--- config.mk ---
export PLATFORM = sky130hd
export DESIGN_NAME = instr_sequencer_flat
export DESIGN_NICKNAME = d
export VERILOG_FILES = /design/src/rtl/lapido_pkg.sv /design/src/rtl/instr_sequencer_if.sv /design/src/rtl/instr_class_decode.sv /design/src/rtl/instr_sequencer.sv /design/src/flat_wrapper.sv
export SDC_FILE = /design/constraint.sdc
export NUM_CORES = 1
export LEC_CHECK = 0
export CAP_MARGIN = 5
export CORE_MARGIN = 2
export CORE_UTILIZATION = 36
export DETAILED_ROUTE_END_ITERATION = 7
export GPL_TIMING_DRIVEN = 0
export PLACE_DENSITY_LB_ADDON = 0.1
export SYNTH_ARGS = -nofsm -noshare
export SYNTH_HDL_FRONTEND = slang
export SYNTH_SLANG_ARGS = --single-unit
export TNS_END_PERCENT = 1
--- constraint.sdc ---
create_clock -name clock -period 2.1 [get_ports clock]
set_input_delay 0.315 -clock clock [delete_from_list [all_inputs] [get_ports clock]]
set_output_delay 0.315 -clock clock [all_outputs]
set_load 0.02 [all_outputs]
--- src/rtl/lapido_pkg.sv ---
// Shared definitions for the instruction sequencer: state encoding,
// opcode class codes, ALU operation values and the memory timeout default.
package lapido_pkg;

  typedef enum logic [2:0] {
    ST_FETCH  = 3'd0,
    ST_DECODE = 3'd1,
    ST_EXEC   = 3'd2,
    ST_MEM    = 3'd3,
    ST_WB     = 3'd4,
    ST_FAULT  = 3'd5
  } state_e;

  // Opcode class, instruction bits [31:29]
  localparam logic [2:0] OPC_NOP   = 3'b000;
  localparam logic [2:0] OPC_ALU   = 3'b001;
  localparam logic [2:0] OPC_CONST = 3'b010;
  localparam logic [2:0] OPC_MEM   = 3'b100;

  // Constant-class sub-op, bits [25:24]; only loadlit is defined
  localparam logic [1:0] CONST_LOADLIT = 2'b10;

  // ALU function field, bits [28:24]; only add is defined
  localparam logic [4:0] ALU_FUNC_ADD = 5'b00000;

  localparam int                 ALUOP_W   = 5;
  localparam logic [ALUOP_W-1:0] ALUOP_ADD = 5'b00000;

  localparam int MEM_TIMEOUT_DEF = 15;

endpackage

--- src/rtl/instr_sequencer_if.sv ---
// Handshake/control bundle between the sequencer and its memories/datapath.
interface instr_sequencer_if;
  import lapido_pkg::*;

  logic [31:0]        instr;
  logic               imem_ack;
  logic               dmem_ack;
  logic               imem_req;
  logic               ir_load;
  logic               pc_enable;
  logic               memRead;
  logic               memWrite;
  logic               regWrite;
  logic               memToReg;
  logic               ALUSrc;
  logic [ALUOP_W-1:0] ALUOp;
  logic [2:0]         state_o;
  logic               fault;

  // Sequencer side
  modport master (
    input  instr, imem_ack, dmem_ack,
    output imem_req, ir_load, pc_enable, memRead, memWrite,
           regWrite, memToReg, ALUSrc, ALUOp, state_o, fault
  );

  // Memory/datapath side
  modport slave (
    output instr, imem_ack, dmem_ack,
    input  imem_req, ir_load, pc_enable, memRead, memWrite,
           regWrite, memToReg, ALUSrc, ALUOp, state_o, fault
  );

endinterface

--- src/rtl/instr_class_decode.sv ---
// Combinational instruction classifier: opcode class, load/store select
// and legality of the latched instruction word.
module instr_class_decode
  import lapido_pkg::*;
(
  input  logic [31:0] i_instr,
  output logic [2:0]  o_cls,
  output logic        o_store,
  output logic        o_illegal
);

  // Operand fields do not affect classification
  logic w_unused;
  assign w_unused = ^i_instr[23:0];

  assign o_cls   = i_instr[31:29];
  assign o_store = i_instr[24];

  // Legality check per class; unknown classes are illegal
  always_comb begin
    o_illegal = 1'b1;
    case (i_instr[31:29])
      OPC_NOP:   o_illegal = 1'b0;
      OPC_ALU:   o_illegal = (i_instr[28:24] != ALU_FUNC_ADD);
      OPC_MEM:   o_illegal = 1'b0;
      OPC_CONST: o_illegal = (i_instr[25:24] != CONST_LOADLIT);
      default:   o_illegal = 1'b1;
    endcase
  end

endmodule

--- src/rtl/instr_sequencer.sv ---
// Multi-cycle instruction sequencer: fetch, decode, execute, memory and
// writeback control with a shared ack timeout and a sticky fault state.
module instr_sequencer
  import lapido_pkg::*;
#(
  parameter int MEM_TIMEOUT = MEM_TIMEOUT_DEF
) (
  input  logic              clock,
  input  logic              reset_n,
  instr_sequencer_if.master bus
);

  localparam int CNT_W = (MEM_TIMEOUT < 1) ? 1 : $clog2(MEM_TIMEOUT + 1);

  state_e           r_state;
  state_e           w_next;
  logic [31:0]      r_ir;
  logic [CNT_W-1:0] r_wait_cnt;
  logic             r_fault;

  logic [2:0] w_cls;
  logic       w_store;
  logic       w_illegal;
  logic       w_is_alu;
  logic       w_is_load;
  logic       w_is_store;
  logic       w_is_lit;
  logic       w_is_nop;
  logic       w_timeout;
  logic       w_ir_load;

  instr_class_decode u_dec (
    .i_instr   (r_ir),
    .o_cls     (w_cls),
    .o_store   (w_store),
    .o_illegal (w_illegal)
  );

  assign w_is_alu   = !w_illegal && (w_cls == OPC_ALU);
  assign w_is_load  = !w_illegal && (w_cls == OPC_MEM) && !w_store;
  assign w_is_store = !w_illegal && (w_cls == OPC_MEM) &&  w_store;
  assign w_is_lit   = !w_illegal && (w_cls == OPC_CONST);
  assign w_is_nop   = !w_illegal && (w_cls == OPC_NOP);

  // Last waiting cycle: an ack here still wins, otherwise we fault
  assign w_timeout  = (r_wait_cnt == CNT_W'(MEM_TIMEOUT - 1));
  assign w_ir_load  = (r_state == ST_FETCH) && bus.imem_ack;

  // State register
  always_ff @(posedge clock or negedge reset_n) begin
    if (!reset_n) r_state <= ST_FETCH;
    else          r_state <= w_next;
  end

  // Next-state logic
  always_comb begin
    w_next = r_state;
    case (r_state)
      ST_FETCH: begin
        if (bus.imem_ack)  w_next = ST_DECODE;
        else if (w_timeout) w_next = ST_FAULT;
      end
      ST_DECODE: begin
        if (w_illegal)     w_next = ST_FAULT;
        else if (w_is_nop) w_next = ST_WB;
        else               w_next = ST_EXEC;
      end
      ST_EXEC:  w_next = (w_is_load || w_is_store) ? ST_MEM : ST_WB;
      ST_MEM: begin
        if (bus.dmem_ack)   w_next = ST_WB;
        else if (w_timeout) w_next = ST_FAULT;
      end
      ST_WB:    w_next = ST_FETCH;
      ST_FAULT: w_next = ST_FAULT;
      default:  w_next = ST_FAULT;
    endcase
  end

  // Instruction register capture and sticky fault flag
  always_ff @(posedge clock or negedge reset_n) begin
    if (!reset_n) begin
      r_ir    <= '0;
      r_fault <= 1'b0;
    end else begin
      if (w_ir_load)          r_ir    <= bus.instr;
      if (w_next == ST_FAULT) r_fault <= 1'b1;
    end
  end

  // Ack wait counter: cleared on entry to a waiting state, counts while waiting
  always_ff @(posedge clock or negedge reset_n) begin
    if (!reset_n) begin
      r_wait_cnt <= '0;
    end else if (w_next != r_state) begin
      if (w_next == ST_FETCH || w_next == ST_MEM) r_wait_cnt <= '0;
    end else if (r_state == ST_FETCH || r_state == ST_MEM) begin
      r_wait_cnt <= r_wait_cnt + CNT_W'(1);
    end
  end

  // Control outputs decoded from state and latched instruction; held inactive in reset
  always_comb begin
    bus.imem_req  = 1'b0;
    bus.ir_load   = 1'b0;
    bus.pc_enable = 1'b0;
    bus.memRead   = 1'b1;
    bus.memWrite  = 1'b1;
    bus.regWrite  = 1'b0;
    bus.memToReg  = 1'b0;
    bus.ALUSrc    = 1'b0;
    bus.ALUOp     = ALUOP_ADD;
    if (reset_n) begin
      case (r_state)
        ST_FETCH: begin
          bus.imem_req = 1'b1;
          bus.ir_load  = w_ir_load;
        end
        ST_EXEC: begin
          bus.ALUSrc = !w_is_alu;
          bus.ALUOp  = ALUOP_ADD;
        end
        ST_MEM: begin
          bus.ALUSrc   = !w_is_alu;
          bus.memToReg = w_is_load;
          bus.memRead  = !w_is_load;
          bus.memWrite = !w_is_store;
        end
        ST_WB: begin
          bus.ALUSrc    = !w_is_alu;
          bus.memToReg  = w_is_load;
          bus.regWrite  = w_is_alu || w_is_load || w_is_lit;
          bus.pc_enable = 1'b1;
        end
        default: ;
      endcase
    end
  end

  assign bus.state_o = r_state;
  assign bus.fault   = r_fault;

endmodule
--- src/flat_wrapper.sv ---
// flat-port wrapper written by rule: the top's interface ports become plain ports
module instr_sequencer_flat import lapido_pkg::*;
#(
  parameter int MEM_TIMEOUT = MEM_TIMEOUT_DEF
)
  (clock, reset_n, bus_instr, bus_imem_ack, bus_dmem_ack, bus_imem_req, bus_ir_load, bus_pc_enable, bus_memRead, bus_memWrite, bus_regWrite, bus_memToReg, bus_ALUSrc, bus_ALUOp, bus_state_o, bus_fault);
  instr_sequencer_if bus_i ();
  input  logic clock;
  input  logic reset_n;
  input wire logic [$bits(bus_i.instr)-1:0] bus_instr;
  input wire logic [$bits(bus_i.imem_ack)-1:0] bus_imem_ack;
  input wire logic [$bits(bus_i.dmem_ack)-1:0] bus_dmem_ack;
  output wire logic [$bits(bus_i.imem_req)-1:0] bus_imem_req;
  output wire logic [$bits(bus_i.ir_load)-1:0] bus_ir_load;
  output wire logic [$bits(bus_i.pc_enable)-1:0] bus_pc_enable;
  output wire logic [$bits(bus_i.memRead)-1:0] bus_memRead;
  output wire logic [$bits(bus_i.memWrite)-1:0] bus_memWrite;
  output wire logic [$bits(bus_i.regWrite)-1:0] bus_regWrite;
  output wire logic [$bits(bus_i.memToReg)-1:0] bus_memToReg;
  output wire logic [$bits(bus_i.ALUSrc)-1:0] bus_ALUSrc;
  output wire logic [$bits(bus_i.ALUOp)-1:0] bus_ALUOp;
  output wire logic [$bits(bus_i.state_o)-1:0] bus_state_o;
  output wire logic [$bits(bus_i.fault)-1:0] bus_fault;
  assign bus_i.instr = bus_instr;
  assign bus_i.imem_ack = bus_imem_ack;
  assign bus_i.dmem_ack = bus_dmem_ack;
  assign bus_imem_req = bus_i.imem_req;
  assign bus_ir_load = bus_i.ir_load;
  assign bus_pc_enable = bus_i.pc_enable;
  assign bus_memRead = bus_i.memRead;
  assign bus_memWrite = bus_i.memWrite;
  assign bus_regWrite = bus_i.regWrite;
  assign bus_memToReg = bus_i.memToReg;
  assign bus_ALUSrc = bus_i.ALUSrc;
  assign bus_ALUOp = bus_i.ALUOp;
  assign bus_state_o = bus_i.state_o;
  assign bus_fault = bus_i.fault;
  instr_sequencer #(.MEM_TIMEOUT(MEM_TIMEOUT)) u_core (.clock(clock), .reset_n(reset_n), .bus(bus_i));
endmodule
### Word-level counts from Yosys, hierarchy flattened

Index checks and enable logic that the tools add are counted.

* flip-flop bits (word level): 40
* bits in latches: 0
* bits in writable memories: 0
* memory bits (read-only): 0
* bits of input ports: 36
* output and inout port bits: 17
* word-level logic and storage cells: 71
* memories kept: 0

* $add $sub $neg: 1
* multiply operators: 0
* divide/modulo/power cells: 0
* magnitude comparators: 0
* equality and inequality tests: 13
* shift-type cells: 0
* multiplexer cells: 27
* bitwise gates (word level): 0
* reductions and logical operators: 26

Operators by type and width (number)
* $mux 3: 6
* $mux 1: 16
* $pmux 3 s5: 1
* $eq 3x2->1 const B: 4
* $mux 4: 3
* $eq 3x3->1 const B: 3
* $logic_not 3->1: 3
* $logic_and 1x1->1: 7
* $eq 3x1->1 const B: 2
* $logic_not 1->1: 5
* $logic_or 1x1->1: 5
* $reduce_bool 5->1: 1
* $add 4x1->4 const B: 1
* $eq 4x4->1 const B: 1
* $ne 2x2->1 const B: 2
* $reduce_or 2->1: 2
* $ne 3x3->1: 1
* $pmux 1 s3: 1
* $reduce_or 3->1: 1
* $reduce_and 2->1: 1
* $reduce_bool 2->1: 1

### Depth between registers and ports, before layout

* depth after elaboration: 13
* mapped depth: 9
* gate-level depth less buffers: 9

### Cells and area by module

A second synthesis with hierarchy kept.

* cells, all modules: 160
* area, all modules: 1979.4 um^2

By module, submodules not included
* instr_sequencer: instances 1, cells an instance 152, area each 1915.6 um^2, sequential area each 1001.0 um^2
* instr_class_decode: instances 1, cells an instance 8, area each 63.8 um^2, sequential area each 0.0 um^2

### Worst setup path after synthesis

Ideal clock, no wire load.

* path type: reg-to-reg
* start point: reg u_core.r_wait_cnt[0]
* end point: reg u_core.r_wait_cnt[3]
* setup time: 0.125 ns
* data arrival time: 1.853 ns
* data required time: 1.975 ns
* setup slack: 0.122 ns
* stages on the path, launching flop included: 10
* path buffers: 0
* clock period less this slack: 1.978 ns
* path through: dfrtp_1 -> inv_1 -> ha_1 -> and3_1 -> o21a_1 -> a211oi_4 -> o21ai_2 -> a2111oi_4 -> or2_1 -> o21ai_1

* longest elaborated chain between the ends: 8
* elaborated cells on any way between the ends: 15
* those cells by class: add/sub (1); eq/ne (4); mux (6); reduce/logical (4)

RTL lines
* from (decl): RTL line instr_sequencer.sv:18 `logic [CNT_W-1:0] r_wait_cnt;`
* from (signal assigned): RTL line instr_sequencer.sv:97 `r_wait_cnt <= r_wait_cnt + CNT_W'(1);`
* $eq 4x4->1 *: RTL line instr_sequencer.sv:46 `assign w_timeout = (r_wait_cnt == CNT_W'(MEM_TIMEOUT - 1));`
* $mux 3 *: RTL line instr_sequencer.sv:61, instr_sequencer.sv:71
* $mux 3 (on tied branches): RTL line instr_sequencer.sv:70, instr_sequencer.sv:60
* $pmux 3 s5 *: RTL line instr_sequencer.sv:58 `case (r_state)`
* named net u_core.w_next[0]: RTL line instr_sequencer.sv:16 `state_e w_next;`
* $eq 3x2->1 / $logic_not 3->1 (equally long branches): RTL line instr_sequencer.sv:95 `if (w_next == ST_FETCH || w_next == ST_MEM) r_wait_cnt <= '0;`
* $logic_or 1x1->1: RTL line instr_sequencer.sv:95
* $ne 2x2->1 (no line)
* $reduce_and 2->1 (no line)

The timed path passes the listed nets; every way through them passes the cells marked *. The select of a mux whose other input is x is not followed.
A chain may end at the register's enable or synchronous reset.

### Final worst setup path

* start point: reg u_core.r_ir[31]
* end point: reg u_core.r_wait_cnt[3]

* longest elaborated chain between the ends: 13
* elaborated cells on any way between the ends: 24
* those cells by class: eq/ne (6); mux (6); reduce/logical (12)

RTL lines
* from (decl): RTL line instr_sequencer.sv:17 `logic [31:0] r_ir;`
* from (signal assigned): RTL line instr_sequencer.sv:85 `if (w_ir_load) r_ir <= bus.instr;`
* $eq 3x3->1 / $logic_not 3->1 (equally long branches): RTL line instr_class_decode.sv:22, instr_sequencer.sv:40, instr_sequencer.sv:41
* $reduce_or 2->1 (no line)
* $pmux 1 s3: RTL line instr_class_decode.sv:22 `case (i_instr[31:29])`
* $logic_not 1->1: RTL line instr_sequencer.sv:40, instr_sequencer.sv:41
* $logic_and 1x1->1: RTL line instr_sequencer.sv:40, instr_sequencer.sv:41
* $logic_and 1x1->1 (on tied branches): RTL line instr_sequencer.sv:40, instr_sequencer.sv:41
* $logic_or 1x1->1: RTL line instr_sequencer.sv:68 `ST_EXEC: w_next = (w_is_load || w_is_store) ? ST_MEM : ST_WB;`
* $mux 3: RTL line instr_sequencer.sv:68
* $pmux 3 s5 *: RTL line instr_sequencer.sv:58
* named net u_core.w_next[0]: RTL line instr_sequencer.sv:16
* $eq 3x2->1 / $logic_not 3->1 (equally long branches): RTL line instr_sequencer.sv:95
* $logic_or 1x1->1: RTL line instr_sequencer.sv:95
* $ne 2x2->1 (no line)
* $reduce_and 2->1 (no line)

The timed path passes the listed nets; every way through them passes the cells marked *.

==> flow_summary.json <==
{
  "path_cells": "or3b_1 > a21o_1 > a211oi_4 > o21ai_4 > a2111oi_4 > or2_1 > o21ai_1",
  "grt_pass1_vias": 915,
  "fin_crit_sh_pct": 105,
  "clockBufferDepth": 2,
  "setup_viol_count_final": 4,
  "hpwlAfterDp_um": 1830,
  "grt_max_degree": 23,
  "cts_hold_buf": 0,
  "synth_edf_count": 0,
  "vias": 995,
  "overflow": 0,
  "start_kind": "flip-flop",
  "synth_top_cell_by_area": "dfrtp_1",
  "tightestPinTransition_ns": 0.780,
  "hp-class": "input pin to async pin",
  "dieWidth_um": 59.3,
  "yosysSeqAreaShare_pct": 36.3,
  "clock_latency_ns": 0.28,
  "clock_skew_ns": 0.00543,
  "avgRoutedWirePerCell_um": 13.8,
  "synth_ff_type": "dfrtp_1",
  "outcome": "finished, violations left",
  "worstPathArrival_ns": 2.37,
  "yosys.area.top_type_share_pct": 36.3,
  "pre_cts_ws_ns": -0.744,
  "die_h_um": 59.3,
  "slew_violations": 0,
  "slowest_stage": "dfrtp_2",
  "crit_family": "compound AO/OA/AOI/OAI gates",
  "gp_congestion": 0.755,
  "clock_sinks": 16,
  "drive_gt1_share_pct": 27.9,
  "start_util_pct": 37.0,
  "irDropWorstVdd_uv": 246,
  "syn_to_final_growth_pct": 36.0,
  "fin_crit_ns": 2.20,
  "firstDrtPassIters": 4,
  "core_um2": 2980,
  "cts.htree.levels": 1,
  "violations": "setup timing",
  "synth.avg_cell_area_um2": 9.26,
  "endpoint_kind": "flip-flop",
  "drt_wl_total_um": 2590,
  "max_slew_margin_pct": 47.3,
  "cts-root-buf": "clkbuf_4",
  "powerDensity_nw_per_um2": 341,
  "synth_warnings": 0,
  "ys_ff_latch": 16,
  "die-area_um2": 3520,
  "antenna_found_initial": 0,
  "nets": 194,
  "grt_pass1_wl_um": 4150,
  "synthesis.instances": 119,
  "viasPerCell": 5.32,
  "drv_cap": 0,
  "syn_area_um2": 1100,
  "worst_slack_ns": -0.103,
  "drc": 0,
  "tns_ns": -0.360,
  "async_reset_ff_share_pct": 100,
  "rows": 20,
  "critPathKind": "flip-flop to flip-flop",
  "grtUsageTotal_pct": 15.6,
  "diodes": 0,
  "p_leak_nw": 0.647,
  "cts_tree": "yes",
  "rsz0062_at_grt": "yes",
  "worst-path-buf-inv": 0,
  "ant_nets": 0,
  "finalHoldViolCount": 0,
  "io_pins": 53,
  "synthTopCellsByArea": "dfrtp_1 (36%), mux2_2 (8.2%), o21ai_0 (3.6%)",
  "cp_slowest_stage_delay_ns": 0.47,
  "numCtsBuffers": 3,
  "clkTransAtPathRegs_ns": 0.09,
  "port_buffers": 23,
  "worstPathMaxFanout": 6,
  "cp_data_required_time_ns": 2.27,
  "drtIter0Drc": 31,
  "fmax_mhz": 454,
  "synth.distinct_cells": 42
}
-- cells in the mapped netlist, types with 2 or more instances --
cell	count
a21o_1	2
and3_1	6
inv_1	7
nor2_1	9
nand2b_1	2
nand2_1	7
o21ai_1	2
and2_1	3
mux2i_1	2
nand3_1	2
mux2_2	8
or2_1	2
nor3_1	3
o21ai_0	8
or3b_1	2
a21oi_1	6
ha_1	2
dfrtp_1	16
clkbuf_1	2
buf_4	5
nor4_1	2
-- power breakdown --
group | leakage [nW] | internal (W) | switching (W)
registers | 0.180 | 0.000308 | 0
clock network | 0.0138 | 0.0000665 | 0.0000915
logic | 0.454 | 0.0000247 | 0.0000209
-- worst register-to-register path, cell delays in order (launching register included) --
cell       delay (ns)
dfrtp_2          0.47
or3b_1           0.37
a21o_1           0.19
a211oi_4         0.28
o21ai_4          0.11
a2111oi_4        0.40
or2_1            0.18
o21ai_1          0.07
-- layout make-up --
class / instances / area [um^2]
Fill cell: 295 / 1480
Multi-Input combinational cell: 92 / 686
Sequential cell: 16 / 407
Timing Repair Buffer: 29 / 270
Buffer: 7 / 46.3
Tap cell: 33 / 41.3
Inverter: 7 / 26.3
Clock buffer: 3 / 22.5
-- cells by family after synthesis --
family | after synthesis | share of synthesized area, %
AND/OR/NAND/NOR | 44 | 22.4
AO/OA/AOI/OAI | 31 | 21.8
flip-flops | 16 | 36.3
buffers and inverters | 15 | 6.92
multiplexers | 10 | 9.99
adder cells (fa/ha/maj) | 2 | 2.27
other | 1 | 0.340
-- path summary, 6_finish.rpt --
check | from | endpoint | slack (ns) | cells past startpoint
min | reset_n | u_core.r_ir[28] | 0.08 | 1
min in group clock | u_core.bus.fault | u_core.bus.fault | 0.47 | 1
max in group asynchronous | reset_n | u_core.bus.state_o[1] | 1.65 | 1
min reg2reg | u_core.bus.fault | u_core.bus.fault | 0.47 | 1
max reg2reg | u_core.r_ir[31] | u_core.r_wait_cnt[3] | -0.10 | 7
max | u_core.r_ir[31] | u_core.r_wait_cnt[3] | -0.10 | 7
-- state kept, by name, indices dropped and copies added, names as in the netlist --
| name | count |
|---|---|
| u_core.bus.fault | 1 |
| u_core.r_wait_cnt | 4 |
| u_core.r_ir | 8 |
| u_core.bus.state_o | 3 |
-- repair_timing --
action,4_1_cts,5_1_grt
pin swaps,2,6
resized for setup,29,4
setup endpoints to repair,12,9
setup buffers,1,5
-- through the flow --
stage / hold WS (ns) / power, W / instance area, um^2 / utilization [%] / std cells
global route: 0.101 / 0.000542 / 1500 / 50.3 / 187
floorplan: 0.0194 / 0.000331 / 1120 / - / 123
CTS: 0.0899 / 0.000523 / 1440 / 48.4 / 182
finish: 0.0761 / 0.000511 / 1500 / 50.3 / 187
global placement: 0.442 / 0.000359 / 1390 / 46.6 / 179
detailed placement: 0.451 / 0.000360 / 1390 / 46.6 / 179
-- routing by layer --
metal | up-vias | GRT usage [%] | wire length [um]
li1 | 494 | - | -
met1 | 460 | 21.9 | 1170
met2 | 39 | 23.4 | 1240
met3 | 2 | 2.62 | 152
met4 | 0 | 6.82 | 16
met5 | - | 0 | 0
-- cells in the final DEF, fill, tap and decap left out, types with 3 or more instances in the layout --
cell type	netlist	routed
clkbuf_4	0	3
dlygate4sd2_1	0	3
and2_1	3	3
a21oi_1	6	6
o21ai_0	8	7
buf_4	5	11
dfrtp_2	0	5
conb_1	1	5
clkdlybuf4s50_1	0	15
nor2_1	9	7
and3_1	6	6
inv_1	7	7
nand2_1	7	7
dfrtp_1	16	11
mux2_2	8	8
o21ai_1	2	3
clkdlybuf4s15_2	0	3
No activity file was read; power rests on OpenSTA's default activity.
